===== config.mk =====
export PLATFORM = sky130hd
export DESIGN_NAME = multi_button_processor
export DESIGN_NICKNAME = d
export VERILOG_FILES = /design/src/rtl/mbp_pkg.sv /design/src/rtl/mbp_debounce.sv /design/src/rtl/multi_button_processor.sv
export SDC_FILE = /design/constraint.sdc
export NUM_CORES = 1
export LEC_CHECK = 0
export ABC_AREA = 0
export CAP_MARGIN = 30
export CORE_MARGIN = 3
export CORE_UTILIZATION = 45
export CTS_CLUSTER_DIAMETER = 50
export DETAILED_ROUTE_END_ITERATION = 12
export HOLD_SLACK_MARGIN = 0.1
export PLACE_DENSITY = 0.61
export SYNTH_ARGS = -nofsm -noshare
export SYNTH_HDL_FRONTEND = slang
export SYNTH_SLANG_ARGS = --single-unit

===== constraint.sdc =====
create_clock -name clk -period 4.36 [get_ports clk]
set_clock_uncertainty 0.1 [all_clocks]
set_input_delay 0.872 -clock clk [delete_from_list [all_inputs] [get_ports clk]]
set_output_delay 0.872 -clock clk [all_outputs]
set_load 0.005 [all_outputs]

===== src/rtl/mbp_pkg.sv =====
// Shared types and default parameters for the multi-button press processor.
package mbp_pkg;
  typedef enum logic [1:0] {WAIT_REL, ARMED, HELD} mbp_state_e;

  localparam int NUM_BUTTONS_DEF     = 4;
  localparam int DEBOUNCE_CYCLES_DEF = 4;
  localparam int FIFO_DEPTH_DEF      = 4;
endpackage


===== src/rtl/mbp_debounce.sv =====
// One-channel debouncer; optional two-flop synchroniser when MULTI_BUTTON_SYNC_EN is defined.
module mbp_debounce #(
  parameter int DEBOUNCE_CYCLES = 4
) (
  input  logic clk,
  input  logic rst,
  input  logic raw,
  output logic deb,
  output logic pending
);
  localparam int CNT_W = $clog2(DEBOUNCE_CYCLES + 1);

  logic             din;
  logic             deb_q, deb_d;
  logic [CNT_W-1:0] cnt_q, cnt_d;

`ifdef MULTI_BUTTON_SYNC_EN
  logic sync1_q, sync2_q;

  always_ff @(posedge clk or posedge rst) begin
    if (rst) begin
      sync1_q <= 1'b0;
      sync2_q <= 1'b0;
    end else begin
      sync1_q <= raw;
      sync2_q <= sync1_q;
    end
  end

  assign din = sync2_q;
  // A level still travelling through the synchroniser counts as unsettled.
  assign pending = (raw != deb_q) || (sync1_q != deb_q) || (sync2_q != deb_q);
`else
  assign din     = raw;
  assign pending = (din != deb_q);
`endif

  always_comb begin
    deb_d = deb_q;
    cnt_d = '0;
    if (din != deb_q) begin
      if (cnt_q == CNT_W'(DEBOUNCE_CYCLES - 1)) deb_d = din;
      else                                      cnt_d = cnt_q + CNT_W'(1);
    end
  end

  always_ff @(posedge clk or posedge rst) begin
    if (rst) begin
      deb_q <= 1'b0;
      cnt_q <= '0;
    end else begin
      deb_q <= deb_d;
      cnt_q <= cnt_d;
    end
  end

  assign deb = deb_q;
endmodule


===== src/rtl/multi_button_processor.sv =====
// Debounced button bank feeding a capture FSM and press-code FIFO.
// Define MULTI_BUTTON_SYNC_EN to insert a two-flop synchroniser per channel.
module multi_button_processor
  import mbp_pkg::*;
#(
  parameter int NUM_BUTTONS     = NUM_BUTTONS_DEF,
  parameter int DEBOUNCE_CYCLES = DEBOUNCE_CYCLES_DEF,
  parameter int FIFO_DEPTH      = FIFO_DEPTH_DEF,
  localparam int CODE_W         = $clog2(NUM_BUTTONS),
  localparam int CNT_W          = $clog2(FIFO_DEPTH) + 1
) (
  input  logic                   clk,
  input  logic                   rst,
  input  logic                   player_wr,
  input  logic [NUM_BUTTONS-1:0] buttons_raw,
  output logic                   press_valid,
  output logic [CODE_W-1:0]      press_code,
  input  logic                   press_ready,
  output logic [CNT_W-1:0]       fifo_count,
  output logic                   multi_press,
  output logic                   overflow
);
  localparam int PTR_W = $clog2(FIFO_DEPTH);
  localparam logic [NUM_BUTTONS-1:0] ONE = 1;

  logic [NUM_BUTTONS-1:0] deb, pend;

  for (genvar i = 0; i < NUM_BUTTONS; i++) begin : g_ch
    mbp_debounce #(.DEBOUNCE_CYCLES(DEBOUNCE_CYCLES)) u_deb (
      .clk     (clk),
      .rst     (rst),
      .raw     (buttons_raw[i]),
      .deb     (deb[i]),
      .pending (pend[i])
    );
  end

  mbp_state_e        state_q, state_d;
  logic              multi_q, multi_d;
  logic              ovf_q, ovf_d;
  logic [PTR_W-1:0]  wr_ptr_q, wr_ptr_d, rd_ptr_q, rd_ptr_d;
  logic [CNT_W-1:0]  count_q, count_d;
  logic [CODE_W-1:0] mem_q [FIFO_DEPTH];
  logic [CODE_W-1:0] idx;
  logic              one_hot, push_req, push_ok, pop;

  always_comb begin
    idx = '0;
    for (int i = 0; i < NUM_BUTTONS; i++)
      if (deb[i]) idx = CODE_W'(i);
  end

  assign one_hot = (deb != '0) && ((deb & (deb - ONE)) == '0);
  assign pop     = (count_q != '0) && press_ready;

  always_comb begin
    state_d  = state_q;
    push_req = 1'b0;
    multi_d  = 1'b0;
    if (!player_wr) begin
      state_d = WAIT_REL;
    end else begin
      case (state_q)
        // Arm only once every channel is released and settled, so a button
        // held through reset cannot masquerade as a fresh press.
        WAIT_REL: if (deb == '0 && pend == '0) state_d = ARMED;
        ARMED: if (deb != '0) begin
          state_d = HELD;
          if (one_hot) push_req = 1'b1;
          else         multi_d  = 1'b1;
        end
        HELD:    if (deb == '0) state_d = ARMED;
        default: state_d = WAIT_REL;
      endcase
    end
  end

  always_comb begin
    push_ok  = push_req && ((count_q != CNT_W'(FIFO_DEPTH)) || pop);
    ovf_d    = push_req && !push_ok;
    wr_ptr_d = push_ok ? wr_ptr_q + PTR_W'(1) : wr_ptr_q;
    rd_ptr_d = pop     ? rd_ptr_q + PTR_W'(1) : rd_ptr_q;
    count_d  = count_q;
    case ({push_ok, pop})
      2'b10:   count_d = count_q + CNT_W'(1);
      2'b01:   count_d = count_q - CNT_W'(1);
      default: count_d = count_q;
    endcase
  end

  always_ff @(posedge clk or posedge rst) begin
    if (rst) begin
      state_q  <= WAIT_REL;
      multi_q  <= 1'b0;
      ovf_q    <= 1'b0;
      wr_ptr_q <= '0;
      rd_ptr_q <= '0;
      count_q  <= '0;
    end else begin
      state_q  <= state_d;
      multi_q  <= multi_d;
      ovf_q    <= ovf_d;
      wr_ptr_q <= wr_ptr_d;
      rd_ptr_q <= rd_ptr_d;
      count_q  <= count_d;
    end
  end

  // Storage needs no reset: the head is masked until a code is written.
  always_ff @(posedge clk) begin
    if (push_ok) mem_q[wr_ptr_q] <= idx;
  end

  assign press_valid = (count_q != '0);
  assign press_code  = press_valid ? mem_q[rd_ptr_q] : '0;
  assign fifo_count  = count_q;
  assign multi_press = multi_q;
  assign overflow    = ovf_q;
endmodule


==> impl_metrics.csv, run 1 <==
group,metric,value,unit
drt,drc,0,
placed_design,io_buffer_count,15,
synth,syn_nets,140,
synth,ys_seq_elements,35,
timing,slew_violations,0,
timing,rsz0062_at_grt,"false",
power_and_ir_drop,p_per_area,571.0,nW/µm²
layout,layout-drive-gt1-share,11.19,%
floorplanning,initial_utilization,47.88,%
clock_tree,cts_num_sinks,35,
critical_path,crit_path_end,"press_code[1]",
timing,holdWs,0.3541,ns
clock_tree,cts_tree,"built",
clock_tree,postCtsSetupBuffers,0,
floorplanning,die_area,4394,µm²
grt,grt_max_degree,21,
drt,drt-met1-wl,1.182,mm
synth,ys.warnings.count,0,
layout,mostFrequentLayoutCell,"dfrtp_1",
timing,slew_headroom,70.78,%
synth,synth-seq-area-share,56.01,%
power_and_ir_drop,p_clk_share,15.2,%
drt,viasPerCell,4.963,
grt,grt_usage,14.34,%
timing,period_needed,2.877,ns
worst_hold_path,hp-class,"flop to flop",
clock_tree,ctsRootBufferMaster,"clkbuf_4",
synth,syn-cell-area,1635,µm²
power_and_ir_drop,p_total,1086,µW
timing,tightest_slew,0.4322,ns
critical_path,startpoint_type,"flop",
timing,fin_crit_sh,65.98,%
power_and_ir_drop,p_leak,0.0008262,µW
timing,hold_viol,0,
drt,drt-initial-drc-count,43,
clock_tree,clk_pin_slew,0.10,ns
floorplanning,rows,21,
layout,fin_area,1902,µm²
critical_path,reg2reg_slack,1.82,ns
layout,nNetsFinal,159,
grt,grt_overflow,0,
power_and_ir_drop,swShare,33.79,%
clock_tree,hold_buffers,0,
power_and_ir_drop,p_sw,366.9,µW
grt,antenna_found_initial,0,
timing,finalWorstSetupSlack,1.483,ns
drt,routed.top_layer,"met4",
critical_path,worstPathArrival,1.90,ns
timing,fin_tns_setup,0,ns
placed_design,post_dp_cell_area,1852,µm²
critical_path,path_class,"flop to output port",
floorplanning,die_y,66.29,µm
status,status,"finished clean",
clock_tree,cts_resized,0,
drt,wl_per_cell,13.30,µm
synth,synthCells,123,
placed_design,gp_congestion,0.7460,
drt,vias,938,
clock_tree,h-tree-depth,2,
drt,wl_met3,122,µm
synth,ys_types,35,
grt,grt_pass1_wl,4.609,mm
floorplanning,die_x,66.29,µm
drt,dr.pass1.iters,3,
floorplanning,core-area,3416,µm²
layout,diodes,0,
placed_design,dp_worst_setup_slack,1.474,ns
clock_tree,numCtsBuffers,5,
layout,syn_to_final_growth,16.30,%
placed_design,dp_hpwl,1.918,mm
critical_path,ff2ff_path_depth,7,
drt,wirelength,2.513,mm
flow_run,drv_cap,0,
power_and_ir_drop,p_int,719.0,µW
layout,mostFrequentLayoutCells,"27 x dfrtp_1, 15 x clkdlybuf4s50_1, 8 x xnor2_1, 8 x ha_1, 8 x edfxtp_1",
drt,drtAntennaViolNets,0,
clock_tree,clkLatencyLatePin,0.33,ns
grt,grt_pass1_vias,1004,
critical_path,crit_fanout,4,
critical_path,required,3.39,ns
timing,finalSetupViolCount,0,
synth,avgSynthCellArea,13.30,µm²
critical_path,r2r_start,"g_ch[2].u_deb.deb",
critical_path,r2r_end,"fifo_count[2]",
timing,max_freq,347.6,MHz
power_and_ir_drop,ir_drop,0.0002471,V
clock_tree,ctsLongestPathBuffers,2,
critical_path,cp-end-kind,"output port",
critical_path,startpoint,"rd_ptr_q[0]",
power_and_ir_drop,pwr-share-comb,36.2,%
floorplanning,boundaryPins,16,
power_and_ir_drop,seq_power_share,48.7,%
drt,wl_met2,1.149,mm
## final cells by class
class / instances / area (µm²)
fill: 302 / 1514
sequential: 35 / 915.9
multi-input combinational: 79 / 681.9
timing repair buffer: 16 / 177.7
tap: 46 / 57.56
clock buffer: 7 / 45.04
inverter: 5 / 18.77
clock inverter: 1 / 5.005
## how the worst min path moves through the flow
stage | cells past startpoint | slack [ns] | from | to
floorplan | 1 | 0.32 | g_ch[0].u_deb.cnt_q[0] | g_ch[0].u_deb.cnt_q[0]
global placement | 1 | 0.33 | g_ch[0].u_deb.cnt_q[0] | g_ch[0].u_deb.cnt_q[0]
detailed placement | 1 | 0.34 | g_ch[2].u_deb.cnt_q[0] | g_ch[2].u_deb.cnt_q[0]
CTS | 1 | 0.35 | g_ch[2].u_deb.cnt_q[0] | g_ch[2].u_deb.cnt_q[0]
global route | 1 | 0.38 | g_ch[2].u_deb.cnt_q[0] | g_ch[2].u_deb.cnt_q[0]
finish | 1 | 0.35 | g_ch[0].u_deb.cnt_q[0] | g_ch[0].u_deb.cnt_q[0]
## per-stage QoR
stage / cells / utilization (%)
final: 189 / 55.68
after global routing: 189 / 55.68
after CTS: 189 / 55.68
after detailed placement: 181 / 54.21
after global placement: 180 / 53.41
after floorplan: 123 / -
## critical path, stage by stage (launching register included)
cell             delay [ns]
dfrtp_1                0.46
mux4_2                 0.52
and2_1                 0.16
clkdlybuf4s50_1        0.43
## synthesized netlist by cell type
library cell | n | area share [%]
and3_1 | 5 | 1.9
nand2_1 | 4 | 0.92
o31ai_1 | 1 | 0.46
o311ai_4 | 1 | 1.6
and2_1 | 3 | 1.1
nor2b_1 | 6 | 2.3
nand3_1 | 2 | 0.61
or3_1 | 1 | 0.38
nand3b_1 | 1 | 0.46
buf_2 | 3 | 0.92
clkbuf_1 | 1 | 0.23
dfrtp_1 | 27 | 41
nor2_1 | 3 | 0.69
and2b_4 | 1 | 0.61
o21ai_2 | 1 | 0.54
or2_2 | 1 | 0.38
a2111oi_0 | 1 | 0.54
maj3_1 | 1 | 0.61
nor3_1 | 7 | 2.1
or4b_4 | 2 | 1.7
mux2_4 | 1 | 0.92
o21ai_1 | 1 | 0.31
nand4_1 | 1 | 0.38
ha_1 | 8 | 6.1
mux4_2 | 2 | 2.8
inv_1 | 5 | 1.1
a21o_1 | 1 | 0.46
edfxtp_1 | 8 | 15
nor4b_1 | 1 | 0.54
xnor2_1 | 8 | 4.3
and4b_1 | 1 | 0.61
mux2_1 | 4 | 2.8
xor2_1 | 3 | 1.6
nor3b_1 | 6 | 2.8
fa_1 | 1 | 1.2
## kinds of logic (layout without fill, tap and decap cells)
kind of cell	count (synthesis)	count (layout)	synth area share (%)
simple gates	45	45	17.52
flops	35	35	56.01
xor+xnor	11	11	5.892
fa+ha+maj	10	10	7.957
buf+inv	9	29	2.295
mux	7	7	6.426
compound gates	6	6	3.903
## power by group through the flow
| stage | Sequential [µW] | Clock, µW | Combinational [µW] |
|---|---|---|---|
| floorplan | 488 | 0 | 317 |
| global placement | 529 | 0 | 379 |
| detailed placement | 536 | 0 | 398 |
| CTS | 530 | 170 | 400 |
| global route | 546 | 188 | 451 |
| finish | 528 | 165 | 393 |
## metal layers
| metal | track usage [%] | vias to the layer above |
|---|---|---|
| met5 | 0 | - |
| met4 | 6.853 | 0 |
| met3 | 5.272 | 5 |
| met2 | 22.68 | 18 |
| met1 | 17.18 | 444 |
| li1 | - | 471 |
## registers in the layout (all words and copies together), names as in the netlist
name	count
mem_q	8
wr_ptr_q	2
fifo_count	3
g_ch.u_deb.deb	4
rd_ptr_q	2
g_ch.u_deb.cnt_q	12
overflow	1
multi_press	1
state_q	2
Note: power is estimated with default switching activity, not from simulation.
==> run 2: changes to the inputs <==
clock period = 2.93 ns   (was 4.36 ns; I/O delays follow)
==> impl_metrics.csv, run 2 (synthesis gave the netlist of run 1 again) <==
group,metric,value,unit
status,status,"finished clean",
layout,mostFrequentLayoutCells,"27 x dfrtp_1, 15 x clkdlybuf4s50_1, 8 x xnor2_1, 8 x ha_1, 8 x edfxtp_1",
worst_hold_path,hp-class,"flop to flop",
power_and_ir_drop,p_per_area,897.8,nW/µm²
clock_tree,clk_pin_slew,0.10,ns
power_and_ir_drop,swShare,31.70,%
layout,n_fill_cell,308,
drt,wirelength,2.412,mm
critical_path,r2r_end,"fifo_count[2]",
clock_tree,cts_num_sinks,35,
layout,nNetsFinal,159,
power_and_ir_drop,p_total,1722,µW
critical_path,cp-end-kind,"output port",
timing,slew_violations,0,
clock_tree,ctsRootBufferMaster,"clkbuf_4",
flow_run,drv_cap,0,
drt,vias,934,
layout,top_register,"g_ch.u_deb.cnt_q",
layout,diodes,0,
timing,tightest_slew,0.4176,ns
power_and_ir_drop,p_sw,545.9,µW
critical_path,worstPathArrival,1.91,ns
placed_design,io_buffer_count,15,
placed_design,gp_congestion,0.7350,
floorplanning,initial_utilization,47.88,%
worst_hold_path,min_from,"g_ch[0].u_deb.cnt_q[0]",
drt,drc,0,
floorplanning,die_x,66.29,µm
layout,mostFrequentLayoutCell,"dfrtp_1",
timing,fin_tns_setup,0,ns
clock_tree,numCtsBuffers,5,
grt,grt_max_degree,28,
timing,hold_viol,0,
floorplanning,boundaryPins,16,
drt,drtAntennaViolNets,0,
critical_path,required,2.24,ns
clock_tree,h-tree-depth,2,
power_and_ir_drop,p_leak,0.0008373,µW
worst_hold_path,min_path_cells,1,
power_and_ir_drop,pwr-share-comb,33.7,%
critical_path,crit_fanout,4,
grt,grt_usage,13.83,%
clock_tree,ctsLongestPathBuffers,2,
timing,slew_headroom,71.44,%
floorplanning,die_area,4394,µm²
clock_tree,clkLatencyLatePin,0.34,ns
timing,period_needed,2.600,ns
power_and_ir_drop,p_clk_share,21.0,%
layout,syn_to_final_growth,17.29,%
timing,max_freq,384.7,MHz
floorplanning,rows,21,
clock_tree,cts_resized,0,
grt,grt_pass1_wl,4.284,mm
critical_path,startpoint_type,"flop",
layout,multi_input_area,681.9,µm²
critical_path,reg2reg_slack,0.41,ns
timing,rsz0062_at_grt,"false",
power_and_ir_drop,seq_power_share,45.4,%
critical_path,path_class,"flop to output port",
clock_tree,cts_tree,"built",
drt,viasPerCell,4.942,
drt,wl_per_cell,12.76,µm
critical_path,ff2ff_path_depth,7,
layout,layout-drive-gt1-share,12.59,%
worst_hold_path,whs_endpoint,"g_ch[0].u_deb.cnt_q[0]",
timing,fin_crit_sh,88.73,%
floorplanning,core-area,3416,µm²
timing,finalSetupViolCount,0,
grt,antenna_found_initial,0,
drt,drt-initial-drc-count,39,
clock_tree,hold_buffers,0,
clock_tree,postCtsSetupBuffers,0,
grt,grt_overflow,0,
layout,largest_reg_flops,12,
drt,dr.pass1.iters,3,
grt,grt_pass1_vias,958,
floorplanning,die_y,66.29,µm
placed_design,dp_hpwl,1.835,mm
power_and_ir_drop,p_int,1176,µW
power_and_ir_drop,ir_drop,0.0003537,V
critical_path,r2r_start,"g_ch[2].u_deb.deb",
layout,seq_area,915.9,µm²
## run 2: critical path, stage by stage (launching register included)
cell             delay, ns
dfrtp_1               0.46
mux4_2                0.52
and2_1                0.16
clkdlybuf4s50_1       0.43
## run 2: worst max-delay path by stage
stage / slack, ns / to / start
detailed placement: 0.35 / fifo_count[2] / player_wr
finish: 0.33 / press_code[0] / rd_ptr_q[0]
global route: 0.17 / press_code[0] / rd_ptr_q[0]
CTS: 0.28 / press_code[0] / rd_ptr_q[0]
global placement: 0.40 / fifo_count[2] / player_wr
floorplan: 0.53 / fifo_count[2] / g_ch[1].u_deb.deb
## run 2: layout make-up
class                   instances  area share (%)
multi-input cells              79           35.55
clock inverters                 2           1.826
clock buffers                   6           2.674
flip-flops and latches         35           47.75
repair buffers                 16           8.219
well taps                      46           3.001
inverters                       5          0.9785
## run 2: power groups by stage
stage          clock network, µW  registers, µW  logic, µW
2_1_floorplan                  0            726        472
3_3_place_gp                   0            786        569
3_5_place_dp                   0            797        590
4_1_cts                      377            785        593
5_1_grt                      397            809        658
6_report                     361            781        580
## run 2: per-stage QoR
step           instances  setup slack, ns  hold slack, ns  instance area (µm²)  util [%]
4_1_cts              189           0.2793          0.3510                 1918     56.15
3_5_place_dp         181           0.3527          0.3390                 1832     53.63
2_1_floorplan        123           0.5330          0.3192                 1635         -
6_report             189           0.3303          0.3485                 1918     56.15
5_1_grt              189           0.1724          0.3665                 1918     56.15
3_3_place_gp         181           0.4044          0.3269                 1832     53.63
## run 2: routing by layer
| layer | up-vias | routed length, µm | global-route usage, % |
|---|---|---|---|
| met5 | - | 0 | 0 |
| met4 | 0 | 60 | 7.614 |
| met3 | 6 | 135 | 6.803 |
| met2 | 18 | 1109 | 20.69 |
| met1 | 436 | 1107 | 16.06 |
| li1 | 474 | - | - |
==> run 3: changes to the inputs <==
SLEW_MARGIN = 20   (was unset)
==> results of run 3 <==
Same layout as run 2: the final DEF is identical, and so are final timing and power.
